[src/rtl/seg_scan_reader.sv]
// Recovers BCD digits from a scanned, active-low 7-segment display bus.
// Each digit position debounces its pattern independently before it is accepted.
module seg_scan_reader #(
  parameter int STABLE_CNT = 3
) (
  input  logic       clk,
  input  logic       rst,
  input  logic [6:0] seg_in,
  input  logic [3:0] dig_sel,
  input  logic       sample_en,
  output logic [3:0] bcd0,
  output logic [3:0] bcd1,
  output logic [3:0] bcd2,
  output logic [3:0] bcd3,
  output logic [3:0] err,
  output logic       upd,
  output logic       ready,
  output logic       sel_err
);

  typedef enum logic [1:0] {
    ST_IDLE     = 2'd0,
    ST_COUNTING = 2'd1,
    ST_LOCKED   = 2'd2
  } state_t;

  localparam logic [3:0] STABLE    = 4'(STABLE_CNT);
  localparam logic [6:0] SEG_BLANK = 7'b1111111;

  function automatic logic one_cold(input logic [3:0] sel);
    return $countones(~sel) == 1;
  endfunction

  function automatic logic [3:0] sat_inc(input logic [3:0] c);
    return (c == 4'hF) ? c : c + 4'd1;
  endfunction

  // Returns {legal, bcd}; the blank pattern is legal and maps to 4'hF.
  function automatic logic [4:0] decode_seg(input logic [6:0] s);
    case (s)
      7'b0000001: return {1'b1, 4'd0};
      7'b1001111: return {1'b1, 4'd1};
      7'b0010010: return {1'b1, 4'd2};
      7'b0000110: return {1'b1, 4'd3};
      7'b1001100: return {1'b1, 4'd4};
      7'b0100100: return {1'b1, 4'd5};
      7'b0100000: return {1'b1, 4'd6};
      7'b0001111: return {1'b1, 4'd7};
      7'b0000000: return {1'b1, 4'd8};
      7'b0000100: return {1'b1, 4'd9};
      SEG_BLANK:  return {1'b1, 4'hF};
      default:    return {1'b0, 4'hF};
    endcase
  endfunction

  // p0: qualified sample on the input bus
  logic       vld_p0;
  logic       rej_p0;
  logic [3:0] acc_p0;
  logic [4:0] dec_p0 [4];

  // p1: registered per-digit tracking state and outputs
  state_t     state_p1 [4];
  logic [6:0] cand_p1  [4];
  logic [3:0] cnt_p1   [4];
  logic [3:0] bcd_p1   [4];
  logic [3:0] err_p1;
  logic [3:0] done_p1;
  logic       upd_p1;
  logic       ready_p1;
  logic       sel_err_p1;

  state_t     state_nxt [4];
  logic [6:0] cand_nxt  [4];
  logic [3:0] cnt_nxt   [4];
  logic [3:0] bcd_nxt   [4];
  logic [3:0] err_nxt;
  logic [3:0] done_nxt;
  logic       upd_nxt;
  logic       ready_nxt;
  logic       sel_err_nxt;

  always_ff @(posedge clk) begin
    if (rst) begin
      for (int i = 0; i < 4; i++) begin
        state_p1[i] <= ST_IDLE;
        cand_p1[i]  <= SEG_BLANK;
        cnt_p1[i]   <= 4'd0;
        bcd_p1[i]   <= 4'hF;
      end
      err_p1     <= 4'd0;
      done_p1    <= 4'd0;
      upd_p1     <= 1'b0;
      ready_p1   <= 1'b0;
      sel_err_p1 <= 1'b0;
    end else begin
      for (int i = 0; i < 4; i++) begin
        state_p1[i] <= state_nxt[i];
        cand_p1[i]  <= cand_nxt[i];
        cnt_p1[i]   <= cnt_nxt[i];
        bcd_p1[i]   <= bcd_nxt[i];
      end
      err_p1     <= err_nxt;
      done_p1    <= done_nxt;
      upd_p1     <= upd_nxt;
      ready_p1   <= ready_nxt;
      sel_err_p1 <= sel_err_nxt;
    end
  end

  always_comb begin
    vld_p0 = sample_en && one_cold(dig_sel);
    rej_p0 = sample_en && !one_cold(dig_sel);
    for (int i = 0; i < 4; i++) begin
      state_nxt[i] = state_p1[i];
      cand_nxt[i]  = cand_p1[i];
      cnt_nxt[i]   = cnt_p1[i];
      acc_p0[i]    = 1'b0;
      if (vld_p0 && !dig_sel[i]) begin
        if (state_p1[i] != ST_IDLE && seg_in == cand_p1[i]) begin
          // A locked digit seeing its own pattern again is a no-op.
          if (state_p1[i] == ST_COUNTING) begin
            cnt_nxt[i] = sat_inc(cnt_p1[i]);
            if (sat_inc(cnt_p1[i]) >= STABLE) begin
              acc_p0[i]    = 1'b1;
              state_nxt[i] = ST_LOCKED;
            end
          end
        end else begin
          cand_nxt[i] = seg_in;
          cnt_nxt[i]  = 4'd1;
          if (STABLE <= 4'd1) begin
            acc_p0[i]    = 1'b1;
            state_nxt[i] = ST_LOCKED;
          end else begin
            state_nxt[i] = ST_COUNTING;
          end
        end
      end
    end
  end

  always_comb begin
    err_nxt     = err_p1;
    done_nxt    = done_p1;
    upd_nxt     = 1'b0;
    sel_err_nxt = rej_p0;
    for (int i = 0; i < 4; i++) begin
      bcd_nxt[i] = bcd_p1[i];
      dec_p0[i]  = decode_seg(seg_in);
      if (acc_p0[i]) begin
        done_nxt[i] = 1'b1;
        if (dec_p0[i][4]) begin
          bcd_nxt[i] = dec_p0[i][3:0];
          err_nxt[i] = 1'b0;
        end else begin
          err_nxt[i] = 1'b1;
        end
      end
      if (bcd_nxt[i] != bcd_p1[i]) upd_nxt = 1'b1;
    end
    if (err_nxt != err_p1) upd_nxt = 1'b1;
    ready_nxt = &done_nxt;
  end

  assign bcd0    = bcd_p1[0];
  assign bcd1    = bcd_p1[1];
  assign bcd2    = bcd_p1[2];
  assign bcd3    = bcd_p1[3];
  assign err     = err_p1;
  assign upd     = upd_p1;
  assign ready   = ready_p1;
  assign sel_err = sel_err_p1;

endmodule

[config.mk]
export PLATFORM = sky130hd
export DESIGN_NAME = seg_scan_reader
export DESIGN_NICKNAME = d
export VERILOG_FILES = /design/src/rtl/seg_scan_reader.sv
export SDC_FILE = /design/constraint.sdc
export NUM_CORES = 1
export LEC_CHECK = 0
export BUFFER_PORTS_ARGS = -buffer_cell sky130_fd_sc_hd__buf_2
export CAP_MARGIN = 20
export CORE_ASPECT_RATIO = 0.6
export CORE_MARGIN = 2
export CORE_UTILIZATION = 60
export CTS_CLUSTER_SIZE = 40
export DETAILED_ROUTE_END_ITERATION = 16
export PLACE_DENSITY = 0.8
export SLEW_MARGIN = 40
export SYNTH_ARGS = -nofsm -noshare
export SYNTH_HDL_FRONTEND = slang
export SYNTH_SLANG_ARGS = --single-unit
[constraint.sdc]
create_clock -name clk -period 5.5 [get_ports clk]
set_input_delay 1.1 -clock clk [delete_from_list [all_inputs] [get_ports clk]]
set_output_delay 1.1 -clock clk [all_outputs]
set_load 0.02 [all_outputs]
Word-level counts from Yosys, hierarchy flattened
Memory sizes are Yosys's and may differ from the RTL's. Index checks and enable logic that the tools add are counted.

Register bits: 11. Bits in writable memories: 68. Bits of input ports: 14. Output and inout port bits: 23. Memories: 4.

Add/subtract/negate cells: 7. Magnitude comparators: 4. Eq/ne operators: 28. Muxes and demuxes: 98. Bitwise gates (word level): 17. Reductions and logical operators: 21.

Memories: cand_p1 (words 4, bits a word 7, read ports 4, clocked after memory_dff 0, wr ports 4, RTL line 64) `logic [6:0] cand_p1 [4];`; bcd_p1 (words 4, bits a word 4, read ports 4, clocked after memory_dff 0, wr ports 4, RTL line 66) `logic [3:0] bcd_p1 [4];`; cnt_p1 (words 4, bits a word 4, read ports 4, clocked after memory_dff 0, wr ports 4, RTL line 65) `logic [3:0] cnt_p1 [4];`; state_p1 (words 4, bits a word 2, read ports 4, clocked after memory_dff 0, wr ports 4, RTL line 63) `state_t state_p1 [4];`.

Operators with widths (count): 4-bit 2-to-1 mux (32); 7-bit 2-to-1 mux (12); 5-bit one-hot mux with 11 select lines (1); 2-bit 2-to-1 mux (20); 1-bit 2-to-1 mux (33); 7-bit == test (4); 7-bit == test, second input constant (3); 4-bit != test (5); 4-bit by 1-bit adder with 4-bit output, second input constant (4); 4-bit == test, second input constant (4); 4-bit by 2-bit greater-or-equal comparator with 1-bit output, second input constant (4); 1-bit OR (16); 7-bit by 3-bit == test with 1-bit output, second input constant (2); 7-bit by 6-bit == test with 1-bit output, second input constant (2); 1-bit logical AND (10); 2-bit by 1-bit == test with 1-bit output, second input constant (4); 2-bit nonzero test (4); 7-bit by 1-bit == test with 1-bit output, second input constant (1); 7-bit by 4-bit == test with 1-bit output, second input constant (1); 7-bit by 5-bit == test with 1-bit output, second input constant (1); 7-bit zero test (1); 1-bit zero test (5); 1-bit by 1-bit adder with 2-bit output (2); 4-bit NOT (1); 3 further kinds (3).

Logic depth before layout (Yosys ltp)
Gate-level depths: netlist of the first run.

Depth after elaboration: 14. Mapped depth: 11. Depth with buffers taken out: 11.

Worst setup path before layout of the first run
Ideal clock, no wire load.

Kind: input to register. From: in dig_sel[0]. To: reg upd_p1 (netlist: upd). Setup time: 0.081 ns. Arrival: 3.859 ns. Setup slack: 1.560 ns. Stages on the path: 11. Buffers on the path: 0. Cells stage by stage: fa_1 inv_1 ha_1 ha_1 nand4bb_1 or2_2 a211o_1 nor2_1 a22oi_1 a31o_2 a41oi_1.

Longest elaborated chain between the ends: 14. Elaborated cells on any way between the ends: 32. Classes of those cells: add/sub (2); eq/ne (6); mux (17); bitwise (1); reduce/logical (6).

Ends and longest elaborated chain: start, declared (RTL line 9) `input logic [3:0] dig_sel,`; 4-bit NOT (RTL line 31) `return $countones(~sel) == 1;`; 1-bit by 1-bit adder with 2-bit output (not written as such) (RTL line 31); 2-bit by 2-bit adder with 3-bit output (not written as such) (RTL line 31); 3-bit by 1-bit == test with 1-bit output (RTL line 31); 1-bit logical AND (RTL line 112) `vld_p0 = sample_en && one_cold(dig_sel);`; 1-bit logical AND (RTL line 119) `if (vld_p0 && !dig_sel[i]) begin`; 1-bit 2-to-1 mux (RTL line 119); 4-bit 2-to-1 mux (RTL line 151) `if (acc_p0[i]) begin`; 4-bit != test (RTL line 160) `if (bcd_nxt[i] != bcd_p1[i]) upd_nxt = 1'b1;`; 1-bit 2-to-1 mux (4 in series) (RTL line 160); 1-bit 2-to-1 mux * (RTL line 162) `if (err_nxt != err_p1) upd_nxt = 1'b1;`; end signal, assigned (RTL line 105) `upd_p1 <= upd_nxt;`; end, declared (RTL line 69) `logic upd_p1;`.

Every way passes the cells marked *; elsewhere a longest branch is shown, timed or not. A chain may end at the register's enable or synchronous reset.

Final worst setup path of the first run
Ends and elaborated chain as after synthesis.

==> results of run 1 <==
-- how the worst max path moves through the flow --
stage / from / endpoint
2_1_floorplan: dig_sel[0] / upd
3_3_place_gp: dig_sel[0] / upd
3_5_place_dp: dig_sel[0] / upd
4_1_cts: dig_sel[0] / upd
5_1_grt: dig_sel[0] / upd
6_report: dig_sel[0] / upd
-- kinds of logic (layout without fill, tap and decap cells) --
group | count (synthesis) | after routing | share of synthesized area (%)
simple gates | 196 | 196 | 25.1
compound gates | 141 | 141 | 23.4
xor+xnor | 33 | 33 | 6.94
mux | 3 | 3 | 0.721
fa+ha+maj | 7 | 7 | 2.28
flops | 79 | 79 | 38.0
buf+inv | 39 | 71 | 3.64
-- metal layers --
metal  track usage, %  part of all wire [%]  vias up
met3             6.73                   4.5       15
li1                 -                     -     1847
met5                0                     0        -
met1             34.0                    48     1788
met2             43.1                    45       96
met4             9.10                   1.6        0
-- flip-flops by register name, indices dropped and copies added, names as in the netlist, 4 cells and up --
signal    count
bcd_p1       16
cand_p1      28
cnt_p1       16
done_p1       4
err           4
state_p1      8
-- per-stage QoR --
stage	std cells	worst slack [ps]	hold WS (ps)	power [mW]	utilization, %
5_1_grt	617	1310	489	1.35	69.9
3_3_place_gp	601	1300	439	0.729	65.4
2_1_floorplan	498	1560	427	0.703	-
3_5_place_dp	601	1140	449	0.735	65.5
6_report	617	1440	460	1.30	69.9
4_1_cts	617	1490	462	1.31	69.9
-- cells in the mapped netlist (15+ instances only) --
cell type	count	area, um^2
dfxtp_1	79	1580
nor2_1	72	270
clkbuf_1	16	60.1
nor2b_1	21	131
a211o_1	22	193
nand2_1	27	101
a21oi_1	31	155
inv_1	16	60.1
o21bai_1	15	113
o21ai_0	24	120
xor2_1	16	140
xnor2_1	17	149
-- cell type report --
cell class,instances,area share [%]
multi-input cells,380,52.0
flip-flops and latches,79,33.8
clock buffers,13,5.98
repair buffers,39,4.33
well taps,87,2.32
inverters,16,1.28
clock inverters,3,0.320
-- tightest hold or removal path: stages (launching register included) --
cell and delay [ps]:
dfxtp_1 300, nor2_1 50, nor2_1 70
-- power by group through the flow --
stage,Clock (mW),Combinational (mW),Sequential [mW]
6_report,0.577,0.124,0.599
5_1_grt,0.614,0.138,0.600
4_1_cts,0.588,0.124,0.599
3_5_place_dp,0,0.123,0.611
3_3_place_gp,0,0.119,0.610
2_1_floorplan,0,0.0938,0.609
==> run metrics, run 1 <==
most used cell, CP ha_1; setup bufs post-CTS 0; sw power 0.311 mW; switching part of the total 23.9%; predominant post-synthesis flop cell dfxtp_1; Critical Path Start Type input port; worst hold path class flip-flop to flip-flop; max_slew headroom 50.5%; area of placed instances 4390 um^2; max-cap violations 0; crit-path max cell delay between 500 and 600 ps; CP max-delay cell fa_1; hold_sp done_p1[3]; Worst VDD drop 0.000206 V; commonest non-fill, non-tap cell in the layout dfxtp_1; Stages on worst setup path 12; Final Hold Viols 0; ratio of cells with drive above 1 in the final layout 13.4%; skew final between 4 and 5 ps; vias per std cell roughly 6; Slew @ Worst Pin 736 ps; starting density of the core 62.1%; DIE WIDTH around 110 um; Crit path max-delay family simple AND/OR/NAND/NOR gates; Post-synth EDFFs 0; Remaining DRCs 0; Arrival @ worst endpoint 4320 ps; CTS Buffer Depth 2; Site Rows 23; clock latency on the worst-skew pair 340 ps; Nets 546; hold buffer count at cts 0; CP bufs+invs 2; Setup TNS Final 0 ps; CTS tree built; syn nets 519; synthesized instance count 498; Seq/Total Area, Yosys between 30% and 40%; die height 68.5 um; Clock Power Share 44.4%; # diodes 0; Clock transition at path regs 60 ps; first-pass GRT wire length between 15,000 and 20,000 um; initial antenna violation count 0; post-synthesis cell type count 61; Non-Filler Cell Area, Final 4690 um^2; largest net degree at the start of global routing 65; number of buffers created by CTS 9; total I/O pin count 37; Routed WL ~9800 um; Post-CTS Resized 0; Hold Path Depth 2; ANT nets after route 0; Vias 3,746; r2r endpoint upd; WL/cell 16.0 um; WHS Endpoint done_p1[3]; number of global-route vias before repair 3,285; reg2reg setup slack 2870 ps; Logic pwr share 9.6%; fin. max-slew vios 0; Flop pwr share 46.1%; RSZ-0062 raised after global routing no; synth warn 0; footprint of the multi-input gates 2440 um^2; Yosys reg bits 79; P_leak 1.72 nW; # fillers 566; most frequent cells in the layout dfxtp_1, nor2_1, buf_2; Critical Path RT 5760 ps; root buffer cell clkbuf_16; kind of critical path input port to flip-flop; drt first pass iters 5; setup violators final 0; initial DRC count approximately 360; core area 6710 um^2; ys async rst share 0%; Total GRT Usage approximately a quarter; CTS Sinks 79; Die ar. ~7600 um^2; Worst Setup End Kind flip-flop; P&R area growth vs syn 12.5%; Syn Std Cell Area 4160 um^2; Reg2Reg Depth 8; outcome completed; PD cells 277 nW/um^2; post-DP HPWL 6890 um; H-tree levels 3; Power Internal 0.989 mW; Avg Cell Area, Syn 8.36 um^2; fin crit period 4060 ps; final RePlAce weighted congestion 0.893; cells along the critical path buf_2 -> fa_1 -> inv_1 -> ha_1 -> ha_1 -> nand4bb_1 -> or2_2 -> a211o_1 -> nor2_1 -> a22oi_1 -> a31o_2 -> a41oi_1; FMAX 246 MHz; largest driver fanout on the critical path 7; Sequential Area 1580 um^2; I/O Buffers 36; period utilization 73.8%; Worst R2R Start cnt_p1[0][0]; Remaining Overflow, GRT 0
No activity file was read; power rests on OpenSTA's default activity.
==> run 2: changes to the inputs <==
- ABC_AREA: unset -> 1
- CORE_UTILIZATION: 60 -> 55
- PLACE_DENSITY: 0.8 -> 0.77
- clock period: 5.5 -> 3.7 ns (I/O delays scaled with it)
==> run 2 against run 1 <==
Against the previous run: worst setup slack worse by 1100 ps; power is 53% higher; die area is 21% higher; count of clock-buffer cells in the layout is 4 lower; critical path depth is 4 higher; utilization is 8.4 points lower; register-to-register slack worse by 1500 ps; wire length is 16% higher; critical path type unchanged.
==> run metrics, run 2 <==
CTS Sinks 79; setup bufs post-CTS 0; post-synthesis mux area share 0%; post-synthesis cell type count 44; Remaining Overflow, GRT 0; Avg Cell Area, Syn 6.68 um^2; setup violators final 0; hold_sp done_p1[1]; outcome completed; Seq/Total Area, Yosys about a third; PD cells 387 nW/um^2; Worst VDD drop around 0.00023 V; Die ar. 9290 um^2; starting density of the core 55.8%; DIE WIDTH 123 um; area share of fa/ha/maj cells after synthesis under 10%; Compound-Gate Fraction of Synth Area 13.0%; Synth top area share 33.8%; Setup TNS Final 0 ps; largest family of logic cells by synthesized area simple AND/OR/NAND/NOR gates; skew final 4.50 ps; total I/O pin count 37; largest driver fanout on the critical path 5; area leader, netlist dfxtp_1; most frequent cells in the layout nand2_1, inv_1, dfxtp_1; synth top area cells dfxtp_1, nand2_1, inv_1; RSZ-0062 raised after global routing no; Synth Area in Simple Gates 36.8%; ratio of cells with drive above 1 in the final layout between 10 and 15%; largest net degree at the start of global routing 56; Post-CTS Resized 0; P&R area growth vs syn 10.3%; Post-synth EDFFs 0; Synth top cells by count nand2_1, inv_1, dfxtp_1, nor2_1, nand3_1; largest register by flop count cand_p1; Top Registers cand_p1: 28 flops, bcd_p1: 16 flops, cnt_p1: 16 flops; initial DRC count 421; synthesized instance count 700; H-tree levels 3; predominant post-synthesis flop cell dfxtp_1; Clock transition at path regs 60 ps; fin crit period 3350 ps; Critical Path Start Type input port; # diodes 0; Vias 4,574; crit-path max cell delay 530 ps; Remaining DRCs 0; Yosys reg bits about 80; commonest non-fill, non-tap cell in the layout nand2_1; clock latency on the worst-skew pair 340 ps; initial antenna violation count 0; Final Util about 61%; Slew @ Worst Pin roughly 800 ps; number of global-route vias before repair roughly 4,000; Crit path max-delay family simple AND/OR/NAND/NOR gates; Final Hold Viols 0; ys async rst share 0%; Syn Std Cell Area roughly 4700 um^2; final RePlAce weighted congestion 0.942; cells along the critical path buf_2 -> fa_1 -> inv_1 -> ha_1 -> ha_1 -> nor2_2 -> nand4_1 -> nor2_1 -> nand3_1 -> nor2_2 -> nand2_2 -> o21bai_1 -> a21oi_1 -> nand3_1 -> nor2_1 -> a21oi_1; Nets 749; P_leak between 2 and 3 nW; worst hold path class flip-flop to flip-flop; number of buffers created by CTS 9; max-cap violations 0; Worst R2R Start cnt_p1[2][0]; Site Rows 26; # fillers 764; core area ~8400 um^2; Total GRT Usage 25.5%; max reg flops 28; vias per std cell approximately 5.4; max_slew headroom between 40% and 50%; hold buffer count at cts 0; syn nets 721; Sequential Area 1580 um^2; CP bufs+invs 2; Routed WL 11,400 um; Arrival @ worst endpoint roughly 3600 ps; fin. max-slew vios 0; Worst Setup End Kind flip-flop; root buffer cell clkbuf_16; drt first pass iters 7; hold slack final 470 ps; kind of critical path input port to flip-flop; CTS tree built; FMAX 299 MHz; Critical Path RT between 3000 and 4000 ps; Worst Setup SP dig_sel[0]; post-DP HPWL 8330 um; footprint of the multi-input gates 2580 um^2; CTS Buffer Depth 2; XOR/XNOR share of the synthesized area 3.18%; period utilization 90.5%; CP max-delay cell fa_1; die height 75.5 um; WL/cell 13.5 um; first-pass GRT wire length 18,500 um; synth warn 0; I/O Buffers 36; ANT nets after route 0; top-count cell post-synth nand2_1
## run 2: layout make-up
| class | instances | area share, % |
|---|---|---|
| clock buffers | 9 | 4.36 |
| clock inverters | 7 | 1.12 |
| inverters | 99 | 7.44 |
| multi-input cells | 501 | 49.9 |
| flip-flops and latches | 79 | 30.6 |
| well taps | 112 | 2.72 |
| repair buffers | 38 | 3.78 |
## run 2: path summary, 6_finish.rpt
path	endpoint	slack (ps)	depth (start not counted)
worst max-delay path	upd	350	16
worst max register to register	upd	1410	17
worst min-delay path	done_p1[1]	470	2
worst min register to register	done_p1[1]	470	2
## run 2: through the flow
step	std cells	power (mW)	setup slack (ps)	area, um^2
after detailed placement	829	1.17	62.5	4880
final	845	2.00	350	5160
after CTS	845	2.01	406	5160
after global routing	845	2.08	79.4	5160
after floorplan	700	1.12	591	4680
after global placement	829	1.16	148	4870
## run 2: kinds of logic (layout without fill, tap and decap cells)
| family | after synthesis | in the layout |
|---|---|---|
| buf+inv | 120 | 153 |
| flops | 79 | 79 |
| simple gates | 380 | 380 |
| fa+ha+maj | 7 | 7 |
| compound gates | 97 | 97 |
| xor+xnor | 17 | 17 |
## run 2: routing by layer
metal	GRT usage, %	share of wire [%]	vias to the layer above
met4	6.57	1.1	0
met1	35.9	48	2065
li1	-	-	2312
met5	0	0	-
met2	38.2	42	182
met3	8.01	9.0	15
## run 2: tightest hold or removal path, delay by kind of cell (launching register included)
family           cells  cell delay, ps
flip-flops           1             310
AND/OR/NAND/NOR      2             130
## run 2: where the power goes
group          leakage [nW]  internal, mW  switching (mW)
logic                  1.90        0.0794           0.165
registers             0.641         0.884          0.0249
clock network         0.134         0.462           0.380
==> run 3: changes to the inputs <==
- CORE_ASPECT_RATIO: 0.6 -> 1.75
- CORE_MARGIN: 2 -> unset
- CORE_UTILIZATION: 55 -> 49
- PLACE_DENSITY: 0.77 -> 0.7
==> run 3 against run 2 <==
Against the previous run: combinational power about the same; clock power increased by 12%; fmax increased by 2.3%; sequential share of layout area decreased by 0.37 points; flip-flop and latch count unchanged; power increased by 5.0%; sequential power about the same; via count decreased by 0.70%; clock skew about the same; register-to-register slack got worse by 80 ps; wire length increased by 6.5%.
==> run metrics, run 3 (same netlist as run 2, synthesis figures left out) <==
commonest non-fill, non-tap cell in the layout nand2_1; CTS tree built; GR Util met3 4.14%; Routed WL 12,100 um; RSZ-0062 raised after global routing no; Remaining DRCs 0; CP endpoint upd; FMAX 305 MHz; Sequential Area about 1600 um^2; Total GRT Usage 26.1%; DIE WIDTH 75.9 um; max_slew headroom 56.5%; M1 GR Usage roughly a quarter; clock latency on the worst-skew pair 340 ps; CTS Sinks between 70 and 80; core area 9150 um^2; H-tree levels 3; vias per std cell 5.31; Worst Setup SP dig_sel[0]; Setup TNS Final 0 ps; Vias 4,542; Top Registers cand_p1: 28 flops, bcd_p1: 16 flops, cnt_p1: 16 flops; post-DP HPWL 8990 um; max-cap violations 0; hold buffer count at cts 0; outcome completed; worst hold path class flip-flop to flip-flop; Final Hold Viols 0; largest driver fanout on the critical path 11; P&R area growth vs syn 11.6%; Die ar. 9960 um^2; ANT nets after route 0; most frequent cells in the layout nand2_1, inv_1, dfxtp_1; fin. max-slew vios 0; root buffer cell clkbuf_16; total I/O pin count 37; number of global-route vias before repair 4,415; Critical Path RT ~4000 ps; fin worst setup slack 425 ps; skew final 4.20 ps; Remaining Overflow, GRT 0; worst slack at placement 123 ps; # fillers just under 900; initial DRC count 193; Worst R2R Start cnt_p1[2][0]; first-pass GRT wire length 19,900 um; die height 131 um; WL/cell 14.2 um; Site Rows 46; Arrival @ worst endpoint 3540 ps; Clock transition at path regs 60 ps; largest net degree at the start of global routing 56; Slew @ Worst Pin ~650 ps; GR peak layer met2; reg2reg setup slack about 1300 ps; I/O Buffers 36; r2r endpoint upd; number of buffers created by CTS 9; Post-CTS Resized 0; grt met2 use 45.7%; fin crit period between 3000 and 4000 ps; setup bufs post-CTS 0; starting density of the core 51.1%; Critical Path Start Type input port; Reg2Reg Depth 17; P_leak 2.71 nW; drt first pass iters 5; footprint of the multi-input gates 2580 um^2; initial antenna violation count 0; largest register by flop count cand_p1; ratio of cells with drive above 1 in the final layout 14.6%; CTS Buffer Depth 2; PD cells 401 nW/um^2; kind of critical path input port to flip-flop; final RePlAce weighted congestion ~0.93; # diodes 0; period utilization 88.5%; Worst VDD drop between 0.0002 and 0.0003 V; overall power 2.10 mW; hold slack final 469 ps; setup violators final 0; max reg flops 28; Worst Setup End Kind flip-flop; Nets around 750
## run 3: changes by cell type in the layout (fill, tap and decap cells not counted), sizes merged
cell | previous run | this run
buf | 38 | 41
bufinv | 0 | 2
clkbuf | 9 | 11
clkinv | 5 | 4
clkinvlp | 2 | 0
inv | 99 | 97
## run 3: worst min path at each step
stage	startpoint	end	slack, ps	cells after the start
5_1_grt	done_p1[3]	done_p1[3]	500	2
6_report	done_p1[1]	done_p1[1]	470	2
2_1_floorplan	done_p1[1]	done_p1[1]	430	2
3_5_place_dp	done_p1[1]	done_p1[1]	460	2
4_1_cts	done_p1[1]	done_p1[1]	470	2
3_3_place_gp	done_p1[1]	done_p1[1]	440	2
## run 3: area by class of cell
type	count	share of cell area, %
Sequential cell	79	30.3
Timing Repair Buffer	41	4.17
Inverter	99	7.36
Tap cell	120	2.87
Clock buffer	11	4.65
Clock inverter	4	1.34
Multi-Input combinational cell	501	49.3
## run 3: layer usage
| layer | vias up | wire length (um) |
|---|---|---|
| li1 | 2315 | - |
| met1 | 2071 | 4550 |
| met2 | 108 | 6310 |
| met3 | 48 | 504 |
| met4 | 0 | 747 |
| met5 | - | 0 |
## run 3: where the power goes
part | switching, mW | total (mW) | internal [mW]
Combinational | 0.164 | 0.244 | 0.0800
Clock | 0.340 | 0.943 | 0.603
Sequential | 0.0244 | 0.909 | 0.885
Total | 0.528 | 2.10 | 1.57
## run 3: per-stage QoR
stage,instances,area (um^2),util (%)
floorplan,700,4680,-
global placement,840,4910,53.6
detailed placement,840,4910,53.7
CTS,855,5220,57.1
global route,855,5220,57.1
finish,855,5220,57.1
## run 3: critical path, stage by stage
cell,delay (ps)
buf_2,120
fa_1,530
inv_1,50
ha_1,170
ha_1,280
nor2_2,140
nand2_2,80
nor2_4,120
nand2_1,90
nor2_1,140
nand2_1,80
nor2_1,140
buf_4,210
nand2_1,120
inv_2,120
nand3_1,70
nand2_1,70
nor2_1,40
nand2_1,50
nor2_1,40
a21oi_1,130
